[src/rtl/free_rsp_merger.sv]
// Merges dispatcher reject responses and or_tree free completions into one free response FIFO write port.
// Optional stats counters (drop_count, merged_count) are built when FREE_RSP_MERGE_STATS_EN is defined.
`ifndef REQ_ID_WIDTH
`define REQ_ID_WIDTH 8
`endif
`ifndef FAIL_REASON_WIDTH
`define FAIL_REASON_WIDTH 4
`endif

module free_rsp_queue #(
  parameter int DEPTH = 4,
  parameter int EW    = 8
) (
  input  logic                       clk,
  input  logic                       rst_n,
  input  logic                       push,
  input  logic [EW-1:0]              din,
  input  logic                       pop,
  output logic [EW-1:0]              head,
  output logic [$clog2(DEPTH):0]     count,
  output logic                       drop
);
  localparam int AW = $clog2(DEPTH);
  localparam logic [AW:0] FULL_LVL = (AW+1)'(DEPTH);

  logic [EW-1:0] mem [DEPTH];
  logic [AW-1:0] wptr, rptr;
  logic          full, accept;

  assign full   = (count == FULL_LVL);
  // a pop on the same edge frees the slot, so a full queue still accepts
  assign accept = push && (!full || pop);
  assign drop   = push && full && !pop;
  assign head   = mem[rptr];

  always_ff @(posedge clk)
    if (accept) mem[wptr] <= din;

  always_ff @(posedge clk or negedge rst_n) begin
    if (!rst_n) begin
      wptr  <= '0;
      rptr  <= '0;
      count <= '0;
    end else begin
      if (accept) wptr <= wptr + AW'(1);
      if (pop)    rptr <= rptr + AW'(1);
      count <= count + (AW+1)'(accept) - (AW+1)'(pop);
    end
  end
endmodule

module free_rsp_merger #(
  parameter int QUEUE_DEPTH = 4
) (
  input  logic                          clk,
  input  logic                          rst_n,
  input  logic                          disp_rsp_valid,
  input  logic [`REQ_ID_WIDTH-1:0]      disp_rsp_id,
  input  logic                          disp_rsp_fail,
  input  logic [`FAIL_REASON_WIDTH-1:0] disp_rsp_fail_reason,
  input  logic                          tree_rsp_valid,
  input  logic [`REQ_ID_WIDTH-1:0]      tree_rsp_id,
  input  logic                          tree_rsp_fail,
  input  logic [`FAIL_REASON_WIDTH-1:0] tree_rsp_fail_reason,
  output logic                          free_rsp_write_en,
  output logic [`REQ_ID_WIDTH-1:0]      free_rsp_id,
  output logic                          free_rsp_fail,
  output logic [`FAIL_REASON_WIDTH-1:0] free_rsp_fail_reason,
  input  logic                          free_rsp_fifo_almost_full,
  output logic                          merger_almost_full,
`ifdef FREE_RSP_MERGE_STATS_EN
  output logic [15:0]                   drop_count,
  output logic [31:0]                   merged_count,
`endif
  output logic                          overflow_sticky
);
  typedef struct packed {
    logic [`REQ_ID_WIDTH-1:0]      id;
    logic                          fail;
    logic [`FAIL_REASON_WIDTH-1:0] reason;
  } rsp_t;

  localparam int NSRC = 2;  // 0 = dispatcher, 1 = or_tree
  localparam int EW   = $bits(rsp_t);
  localparam int CW   = $clog2(QUEUE_DEPTH) + 1;
  localparam logic [CW-1:0] AF_LVL = CW'(QUEUE_DEPTH - 1);

  logic [NSRC-1:0]         src_vld, pop, drop, ne;
  rsp_t [NSRC-1:0]         src_data, head;
  logic [NSRC-1:0][CW-1:0] cnt;
  logic [NSRC-1:0]         grant;
  logic                    last_tree;
  rsp_t                    out_q;

  assign src_vld  = {tree_rsp_valid, disp_rsp_valid};
  assign src_data = {rsp_t'{tree_rsp_id, tree_rsp_fail, tree_rsp_fail_reason},
                     rsp_t'{disp_rsp_id, disp_rsp_fail, disp_rsp_fail_reason}};

  for (genvar g = 0; g < NSRC; g++) begin : g_src
    free_rsp_queue #(.DEPTH(QUEUE_DEPTH), .EW(EW)) u_q (
      .clk   (clk),
      .rst_n (rst_n),
      .push  (src_vld[g]),
      .din   (src_data[g]),
      .pop   (pop[g]),
      .head  (head[g]),
      .count (cnt[g]),
      .drop  (drop[g])
    );
    assign ne[g] = (cnt[g] != '0);
  end

  // round-robin between the two sources; no grant while the downstream FIFO is nearly full
  always_comb begin
    grant = '0;
    if (!free_rsp_fifo_almost_full) begin
      if (&ne) grant = last_tree ? 2'b01 : 2'b10;
      else     grant = ne;
    end
  end
  assign pop = grant;

  assign merger_almost_full = free_rsp_fifo_almost_full ||
                              (cnt[0] >= AF_LVL) || (cnt[1] >= AF_LVL);

  always_ff @(posedge clk or negedge rst_n) begin
    if (!rst_n) begin
      last_tree         <= 1'b1;
      free_rsp_write_en <= 1'b0;
      out_q             <= '0;
      overflow_sticky   <= 1'b0;
    end else begin
      if (|grant) last_tree <= grant[1];
      free_rsp_write_en <= |grant;
      out_q             <= grant[0] ? head[0] : grant[1] ? head[1] : '0;
      if (|drop) overflow_sticky <= 1'b1;
    end
  end

  assign free_rsp_id          = out_q.id;
  assign free_rsp_fail        = out_q.fail;
  assign free_rsp_fail_reason = out_q.reason;

`ifdef FREE_RSP_MERGE_STATS_EN
  logic [16:0] drop_sum;
  assign drop_sum = {1'b0, drop_count} + 17'(drop[0]) + 17'(drop[1]);

  always_ff @(posedge clk or negedge rst_n) begin
    if (!rst_n) begin
      drop_count   <= '0;
      merged_count <= '0;
    end else begin
      drop_count   <= drop_sum[16] ? 16'hFFFF : drop_sum[15:0];
      merged_count <= merged_count + 32'(free_rsp_write_en);
    end
  end
`endif
endmodule
[config.mk]
export PLATFORM = sky130hd
export DESIGN_NAME = free_rsp_merger
export DESIGN_NICKNAME = d
export VERILOG_FILES = /design/src/rtl/free_rsp_merger.sv
export SDC_FILE = /design/constraint.sdc
export NUM_CORES = 1
export LEC_CHECK = 0
export CAP_MARGIN = 20
export CORE_ASPECT_RATIO = 1.75
export CORE_MARGIN = 3
export CORE_UTILIZATION = 61
export CTS_CLUSTER_SIZE = 10
export DETAILED_ROUTE_END_ITERATION = 10
export GPL_ROUTABILITY_DRIVEN = 0
export GPL_TIMING_DRIVEN = 0
export HOLD_SLACK_MARGIN = 0.05
export PLACE_DENSITY_LB_ADDON = 0.25
export SYNTH_ARGS = -nofsm -noshare
export SYNTH_HDL_FRONTEND = slang
export SYNTH_SLANG_ARGS = --single-unit
[constraint.sdc]
create_clock -name clk -period 6.8 [get_ports clk]
set_input_delay 1.7 -clock clk [delete_from_list [all_inputs] [get_ports clk]]
set_output_delay 1.7 -clock clk [all_outputs]
set_load 0.01 [all_outputs]
==> qor.csv <==
metric,value,unit
maxCapViolations,0,
status,"complete, no violations",
grt_pass1_vias,2858,
start_util,63.31,%
yosysSeqAreaShare,73.15,%
via_count,2605,
chipHeight,129.3,um
antenna_found_initial,0,
track_usage,22.73,%
rr_worst_depth,9,
die-area,9883,um^2
path_clk_slew,0.06,ns
drt_first_pass_iters,4,
fin_nets,369,
area_growth,23.74,%
cts_hold_buf,0,
design_area,6555,um^2
clk_latency,0.41,ns
drive_gt1_share,22.69,%
finalCriticalPeriod,5.062,ns
root_buffer,clkbuf_16,
htreeDepth,4,
yosys_register_bits,134,
required,5.10,ns
antenna_left,0,
setup_tns,0,ns
vias_per_cell,5.789,
min_path_type,flop to flop,
hold_end,overflow_sticky,
wirelength,10.03,mm
rows,44,
hold_depth,1,
p_leak,0.002385,uW
postSynthCellCount,258,
ctsResizeCount,0,
cts_post_setup_buffers_inserted,0,
drtIter0Drc,161,
relSlewSlack,49.66,%
max_freq,197.6,MHz
cts.sinks,134,
min_period_over_period,74.44,%
finalSetupViolations,0,
avgSynthCellArea,20.53,um^2
coreArea,8368,um^2
io_buffers,46,
rsz0062_at_grt,no,
grt_first_pass_wirelength,15.88,mm
drc,0,
holdCritStartpoint,overflow_sticky,
syn-num-nets,304,
finClkSkew,0.008807,ns
worstSetupPathType,input port to primary output,
io_pins,47,
worstPathArrival,3.36,ns
synth_area,5298,um^2
cts_buffers,17,
ys_types,38,
cts_tree,yes,
startpoint_type,input port,
n_antenna_cell,0,
grt_max_degree,31,
hold_violations,0,
placed_cell_area,5897,um^2
worstSetupEndpointType,primary output,
worst_pin_slew,0.7551,ns
grt-ovfl-total,0,
maxSlewViolCount,0,
r2r_end,g_src[1].u_q.count[2],
peakVddDrop,349.5,uV
rr_startpoint,g_src[0].u_q.count[0],
cp_max_fo,10,
yosysWarnings,0,
rrSetupSlack,4.26,ns
p_per_area,469.0,nW/um^2
post_drt_wl_per_cell,22.30,um
dp_hpwl,6.165,mm
ctsLongestPathBuffers,2,
die_w,76.45,um
==> critical path, cell delays in order <==
cell             delay (ns)
clkdlybuf4s50_1        0.50
clkbuf_1               0.41
nor3_1                 0.12
nand3_1                0.10
clkdlybuf4s50_1        0.53
==> cell type report <==
| class | instances | area (um^2) |
|---|---|---|
| fillers | 470 | 1813 |
| well taps | 115 | 143.9 |
| clock buffers | 17 | 425.4 |
| repair buffers | 46 | 455.4 |
| inverters | 15 | 56.30 |
| clock inverters | 14 | 232.7 |
| flip-flops and latches | 134 | 3875 |
| multi-input cells | 99 | 1305 |
| plain buffers | 10 | 61.31 |
==> worst max-delay path by stage <==
stage / start / end / slack (ns) / cells after the start
floorplan: free_rsp_fifo_almost_full / merger_almost_full / 2.87 / 3
global placement: free_rsp_fifo_almost_full / merger_almost_full / 1.78 / 5
detailed placement: free_rsp_fifo_almost_full / merger_almost_full / 1.74 / 5
CTS: free_rsp_fifo_almost_full / merger_almost_full / 1.73 / 5
global route: free_rsp_fifo_almost_full / merger_almost_full / 1.62 / 5
finish: free_rsp_fifo_almost_full / merger_almost_full / 1.74 / 5
==> through the flow <==
| step | total power (uW) | hold slack (ns) | utilization [%] | cells | worst slack (ns) |
|---|---|---|---|---|---|
| 2_1_floorplan | 1780 | 0.4880 | - | 258 | 2.868 |
| 3_3_place_gp | 2043 | 0.4465 | 70.53 | 419 | 1.775 |
| 3_5_place_dp | 2076 | 0.4588 | 70.47 | 419 | 1.741 |
| 4_1_cts | 3104 | 0.4713 | 78.33 | 450 | 1.734 |
| 5_1_grt | 3223 | 0.4835 | 78.33 | 450 | 1.623 |
| 6_report | 3074 | 0.4682 | 78.33 | 450 | 1.738 |
==> flip-flops by register name, indices dropped and copies added (netlist names) <==
| register | flops |
|---|---|
| last_tree | 1 |
| free_rsp_write_en | 1 |
| free_rsp_fail | 1 |
| g_src.u_q.count | 6 |
| overflow_sticky | 1 |
| free_rsp_fail_reason | 4 |
| free_rsp_id | 8 |
| g_src.u_q.wptr | 4 |
| g_src.u_q.rptr | 4 |
| g_src.u_q.mem | 104 |
==> Yosys cell counts, drive strengths merged <==
master | number | area share (%)
a2111oi | 1 | 0.28
a211o | 1 | 0.17
a211oi | 1 | 0.24
a21o | 1 | 0.14
a21oi | 1 | 0.094
a22o | 13 | 2.1
a311oi | 2 | 0.99
and2 | 8 | 0.94
and4bb | 1 | 0.24
buf | 7 | 0.94
clkbuf | 3 | 0.21
dfrtp | 29 | 14
dfstp | 1 | 0.50
edfxtp | 104 | 59
fa | 2 | 0.76
ha | 13 | 3.1
inv | 15 | 1.1
mux2 | 3 | 0.78
mux4 | 26 | 11
nand3 | 1 | 0.094
nor2 | 1 | 0.071
nor3 | 4 | 0.47
nor3b | 1 | 0.14
nor4 | 1 | 0.12
nor4b | 1 | 0.17
nor4bb | 1 | 0.19
o2111a | 1 | 0.21
o21ai | 3 | 0.28
o31a | 1 | 0.17
o31ai | 1 | 0.14
or2b | 1 | 0.14
or3 | 1 | 0.21
xnor2 | 3 | 0.50
xor2 | 5 | 0.83
==> power breakdown <==
| group | internal (uW) | switching [uW] |
|---|---|---|
| logic | 412 | 433 |
| clock network | 683 | 330 |
| registers | 1120 | 101 |
==> layer usage <==
metal | routed length [um] | GRT usage (%) | vias to the layer above
li1 | - | - | 1160
met1 | 3880 | 26.43 | 1333
met2 | 5370 | 38.31 | 96
met3 | 488 | 7.510 | 16
met4 | 293 | 11.10 | 0
met5 | 0 | 0 | -
==> logic make-up after synthesis <==
| kind of cell | Yosys count | share of synthesized area, % |
|---|---|---|
| AND/OR/NAND/NOR | 21 | 2.787 |
| XOR/XNOR | 8 | 1.323 |
| multiplexers | 29 | 11.83 |
| adder cells (fa/ha/maj) | 15 | 3.826 |
| flip-flops | 134 | 73.15 |
| buffers and inverters | 25 | 2.220 |
| AO/OA/AOI/OAI | 26 | 4.865 |
==> cells in the final DEF (no fill, tap or decap), types with 2 or more instances in the layout <==
| master | netlist | routed |
|---|---|---|
| edfxtp_1 | 104 | 104 |
| clkdlybuf4s50_1 | 0 | 45 |
| dfrtp_1 | 29 | 29 |
| mux4_2 | 26 | 26 |
| clkbuf_16 | 0 | 17 |
| inv_1 | 15 | 15 |
| a22o_1 | 13 | 13 |
| ha_1 | 13 | 13 |
| and2_1 | 8 | 8 |
| bufinv_16 | 0 | 6 |
| buf_2 | 4 | 5 |
| xor2_1 | 5 | 5 |
| clkinv_2 | 0 | 4 |
| clkbuf_1 | 3 | 3 |
| nor3_1 | 3 | 3 |
| o21ai_0 | 3 | 3 |
| xnor2_1 | 3 | 3 |
| buf_6 | 2 | 2 |
| a311oi_4 | 2 | 2 |
| mux2_4 | 2 | 2 |
| fa_1 | 2 | 2 |
| clkinv_4 | 0 | 2 |
| clkinvlp_4 | 0 | 2 |
Power figures use the tool's default switching activity.
